--- src/rtl/register_file_scoreboard.sv ---
// Parametrised multi-read/single-write register file with write-through bypass,
// hardwired-zero register 0 and a per-register pending scoreboard for decode stalls.
module register_file_scoreboard #(
  parameter int unsigned DATA_WIDTH     = 32,
  parameter int unsigned ADDR_WIDTH     = 5,
  parameter int unsigned NUM_READ_PORTS = 2
) (
  input  logic                                 clk,
  input  logic                                 reset_n,
  input  logic                                 wr_en,
  input  logic [ADDR_WIDTH-1:0]                wr_addr,
  input  logic [DATA_WIDTH-1:0]                wr_data,
  input  logic                                 rsv_en,
  input  logic [ADDR_WIDTH-1:0]                rsv_addr,
  input  logic                                 flush,
  input  logic [NUM_READ_PORTS*ADDR_WIDTH-1:0] rd_addr,
  output logic [NUM_READ_PORTS*DATA_WIDTH-1:0] rd_data,
  output logic [NUM_READ_PORTS-1:0]            rd_busy,
  output logic [ADDR_WIDTH:0]                  busy_count
);

  localparam int unsigned NUM_REGS  = 1 << ADDR_WIDTH;
  localparam int unsigned CNT_WIDTH = ADDR_WIDTH + 1;

  logic [DATA_WIDTH-1:0] regs_q [NUM_REGS];
  logic [NUM_REGS-1:0]   pending_q;
  logic [NUM_REGS-1:0]   pending_d;
  logic [CNT_WIDTH-1:0]  count_d;
  logic                  wr_hit;
  logic                  rsv_hit;

  // Register 0 never takes part in writes, bypass or reservations.
  assign wr_hit  = wr_en  && (wr_addr  != '0);
  assign rsv_hit = rsv_en && (rsv_addr != '0);

  // Storage; the data write happens even in a flush cycle.
  always_ff @(posedge clk or negedge reset_n) begin
    if (!reset_n) begin
      for (int i = 0; i < NUM_REGS; i++) begin
        regs_q[i] <= '0;
      end
    end else if (wr_hit) begin
      regs_q[wr_addr] <= wr_data;
    end
  end

  // Next pending vector: flush dominates, and a same-address reserve beats the writeback clear.
  always_comb begin
    pending_d = pending_q;
    count_d   = '0;
    if (flush) begin
      pending_d = '0;
    end else begin
      if (wr_hit) begin
        pending_d[wr_addr] = 1'b0;
      end
      if (rsv_hit) begin
        pending_d[rsv_addr] = 1'b1;
      end
    end
    for (int i = 0; i < NUM_REGS; i++) begin
      count_d = count_d + CNT_WIDTH'(pending_d[i]);
    end
  end

  // Pending bits and their population count move on the same edge.
  always_ff @(posedge clk or negedge reset_n) begin
    if (!reset_n) begin
      pending_q  <= '0;
      busy_count <= '0;
    end else begin
      pending_q  <= pending_d;
      busy_count <= count_d;
    end
  end

  // Read ports; reset forces zero data and no busy, even on a bypass hit.
  for (genvar p = 0; p < NUM_READ_PORTS; p++) begin : g_rd
    logic [ADDR_WIDTH-1:0] addr;
    logic                  bypass;

    assign addr   = rd_addr[p*ADDR_WIDTH +: ADDR_WIDTH];
    assign bypass = wr_hit && (wr_addr == addr);

    assign rd_data[p*DATA_WIDTH +: DATA_WIDTH] = !reset_n ? '0
                                               : bypass   ? wr_data
                                               :            regs_q[addr];
    assign rd_busy[p] = reset_n && pending_q[addr] && !bypass;
  end

endmodule

--- config.mk ---
export PLATFORM = sky130hd
export DESIGN_NAME = register_file_scoreboard
export DESIGN_NICKNAME = d
export VERILOG_FILES = /design/src/rtl/register_file_scoreboard.sv
export SDC_FILE = /design/constraint.sdc
export NUM_CORES = 2
export LEC_CHECK = 0
export BUFFER_PORTS_ARGS = -buffer_cell sky130_fd_sc_hd__buf_4
export CAP_MARGIN = 20
export CORE_MARGIN = 5
export CORE_UTILIZATION = 30
export CTS_BUF_LIST = sky130_fd_sc_hd__clkbuf_8
export CTS_CLUSTER_SIZE = 24
export DETAILED_ROUTE_END_ITERATION = 8
export GPL_ROUTABILITY_DRIVEN = 0
export SETUP_SLACK_MARGIN = 0.05
export SYNTH_ARGS = -nofsm -noshare
export SYNTH_HDL_FRONTEND = slang
export SYNTH_SLANG_ARGS = --single-unit
--- constraint.sdc ---
create_clock -name clk -period 4.4 [get_ports clk]
set_input_delay 0.66 -clock clk [delete_from_list [all_inputs] [get_ports clk]]
set_output_delay 0.66 -clock clk [all_outputs]
set_load 0.02 [all_outputs]
==> reports/qor.yml <==
status: "complete, but fails checks"
violations: "negative setup slack"
setup-violations-final: 5
dr.pass1.iters: 5
synth_compound_area_frac: 0.0511
path_common_cell: "fa_1"
core-area_sq_um: 191000
p_seq_frac: 0.455
synth_top_family_by_area: "multiplexers"
muxShareOfSynthArea: 0.418
grt_busiest_layer: "met2"
crit_arrival_ns: 5.55
regToRegEndpoint: "busy_count[2]"
synthXorXnorAreaFrac: 0.00198
htree_levels: 4
cts_num_sinks: 1062
grtUsageMet1: 0.230
crit_fanout: 3
dp.cells: 6305
design.die.area_sq_um: 201000
track_usage: 0.183
insertion_delay_ns: 0.89
maxCapViolCount: 0
ys_seq_area_frac: 0.461
grt_pass1_wl_um: 273000
worstSetupEndpointType: "flip-flop"
yosys-top-cells-area: "dfrtp_1 (46%), mux2_2 (20%), mux4_2 (20%)"
io_buffers: 128
rsz0062_at_grt: "true"
grt_max_degree: 160
synth-main-ff-cell: "dfrtp_1"
gr-usage-met2: 0.317
r2r_cells: 16
netlist_area_sq_um: 57600
finalPower_mw: 28.2
cp-start-kind: "flip-flop"
synth-edff-count: 0
clock_path_buffers: 3
drive_gt1_frac: 0.533
power.density_nw_per_um2: 424
fmax_mhz: 208
clk_pin_slew_ns: 0.06
nets: 4073
yosys_warnings: 0
p_leak_nw: 28.7
antenna_found_initial: 8
ys_ff_latch: 1062
die_w_um: 448
crit_path_top_delay_cell: "fa_1"
start_util: 0.302
tightest_slew_ns: 1.03
dieHeight_um: 448
syn_to_final_growth_pct: 15.1
power_frac_clock: 0.344
peakVddDrop_v: 0.000316
hold_viol_final: 0
cts_tree: "yes"
reg2reg_from: "pending_q[19]"
synthAdderAreaFrac: 0.00986
switching_share: 0.277
critical_path_class: "flip-flop to flip-flop"
whs_endpoint: "pending_q[17]"
cts_root_buf: "clkbuf_8"
fin_crit_ns: 4.81
period_share: 1.09
seqCellArea_sq_um: 26600
fillers: 18338
overflow: 0
grt_pass1_vias: 39261
syn_inst: 3905
wl_um: 185000
p_int_mw: 20.3
path_cells: "nand2_1 > a21o_1 > fa_1 > fa_1 > inv_2 > fa_1 > inv_1 > fa_1 > fa_2 > inv_2 > fa_2 > ha_4 > fa_2 > buf_4 > buf_6 > xor2_1"
cpPeakStageDelay_ns: 0.55
drc: 0
finalNonFillerCells: 6639
vias: 37065
worst_slack_ns: -0.409
hold_start: "flush"
num_rows: 160
synth_fp_nets: 3993
netlist.area_leader.share: 0.461
wl_per_cell_um: 27.8
synthTopCellsByCount: "dfrtp_1 (1062), mux2_2 (1001), mux4_2 (500)"
synth_largest_area_cell: "dfrtp_1"
net-switching-power_mw: 7.82
required_ns: 5.14
synth_cell_types: 54
drv_slew: 0
place_ws_ns: -1.26
drt_iter0_markers: 2948
p_comb_frac: 0.201
syn_area_per_cell_sq_um: 14.8
dp_hpwl_um: 106000
pin_count: 129
slew_headroom: 0.310
skew_ns: 0.0352
synthSimpleGateAreaFrac: 0.0234
synthArstFlopShare: 1.00
reg2reg_slack_ns: -0.41
hp-class: "input port to flip-flop"
cts_made_buffers: 180
multi_input_area_sq_um: 29400
vias_per_cell: 5.58
synth.most_common_cell: "dfrtp_1"
ant_nets: 0
grt_use_met3: 0.0287
whs_path_depth: 2
cell families after synthesis:
kind of cell	Yosys count
simple gates	270
buf+inv	485
fa+ha+maj	31
flops	1062
mux	1655
compound gates	389
xor+xnor	13
flip-flops by register name (all words and copies together), names as in the netlist:
signal / flops
busy_count: 6
pending_q: 32
regs_q: 1024
cell type report:
| type | count | area share |
|---|---|---|
| Clock buffer | 234 | 0.0485 |
| Sequential cell | 1062 | 0.401 |
| Tap cell | 2511 | 0.0474 |
| Clock inverter | 87 | 0.0107 |
| Multi-Input combinational cell | 2358 | 0.443 |
| Inverter | 39 | 0.00221 |
| Antenna cell | 4 | 0.000151 |
| Timing Repair Buffer | 344 | 0.0475 |
power groups by stage:
stage	combinational [mW]	clock, mW	sequential [mW]
2_1_floorplan	4.34	0	12.5
3_3_place_gp	5.59	0	12.8
3_5_place_dp	5.70	0	12.9
4_1_cts	5.73	9.92	12.8
5_1_grt	6.13	10.3	13.0
6_report	5.67	9.68	12.8
critical path: cells and delay by family, from the launching register on:
family	cells	cell delay (ns)
adder cells (fa/ha/maj)	8	3.51
buffers and inverters	5	0.38
flip-flops	1	0.36
AO/OA/AOI/OAI	1	0.19
XOR/XNOR	1	0.15
AND/OR/NAND/NOR	1	0.07
through the flow:
| stage | area (sq um) | hold slack [ns] | TNS, ns | util |
|---|---|---|---|---|
| floorplan | 57900 | 0.364 | -5.47 | - |
| global placement | 62300 | 0.377 | -6.35 | 0.327 |
| detailed placement | 62300 | 0.384 | -6.60 | 0.327 |
| CTS | 66300 | 0.0676 | -1.69 | 0.348 |
| global route | 66300 | 0.144 | -2.40 | 0.348 |
| finish | 66300 | 0.175 | -1.63 | 0.348 |
worst max path at each step:
stage	cells past startpoint	to	startpoint
after floorplan	20	busy_count[4]	wr_addr[1]
after CTS	16	busy_count[4]	pending_q[27]
final	16	busy_count[2]	pending_q[19]
after detailed placement	19	busy_count[4]	rsv_addr[0]
after global placement	19	busy_count[4]	rsv_addr[0]
after global routing	16	busy_count[4]	pending_q[19]
metal layers:
| layer | share of wire | vias up |
|---|---|---|
| met5 | 0.000070 | - |
| met4 | 0.042 | 2 |
| met3 | 0.050 | 379 |
| met2 | 0.50 | 1180 |
| met1 | 0.40 | 20250 |
| li1 | - | 15254 |
cells in the final DEF, fill, tap and decap left out, types with 6 or more instances in the layout:
| master | count |
|---|---|
| a211o_1 | 31 |
| inv_1 | 72 |
| nand2_1 | 107 |
| nand2_2 | 13 |
| mux4_2 | 500 |
| a32o_1 | 31 |
| buf_12 | 41 |
| a211oi_1 | 139 |
| xnor2_1 | 12 |
| nor2_1 | 15 |
| fa_1 | 19 |
| o221ai_1 | 10 |
| clkbuf_8 | 236 |
| mux2_2 | 1001 |
| clkinv_2 | 25 |
| nor2b_1 | 65 |
| bufinv_16 | 10 |
| buf_4 | 294 |
| nand3b_1 | 6 |
| o22ai_1 | 25 |
| a22oi_1 | 37 |
| a21o_1 | 18 |
| dfrtp_1 | 1062 |
| nand3_1 | 7 |
| a221oi_1 | 11 |
| o21ai_0 | 24 |
| mux2i_1 | 153 |
| ha_1 | 6 |
| a21oi_1 | 19 |
| o2111ai_1 | 21 |
| nor2_4 | 14 |
what timing repair did:
item                                    4_1_cts  5_1_grt
hold buffers                                  1        0
setup buffers                                 6        3
resized for setup                             6        5
endpoints found under the setup margin        5        5
gates cloned                                  0        0
pin swaps                                     3        6
hold endpoints to repair                    174        0
Note: power is estimated with default switching activity, not from simulation.
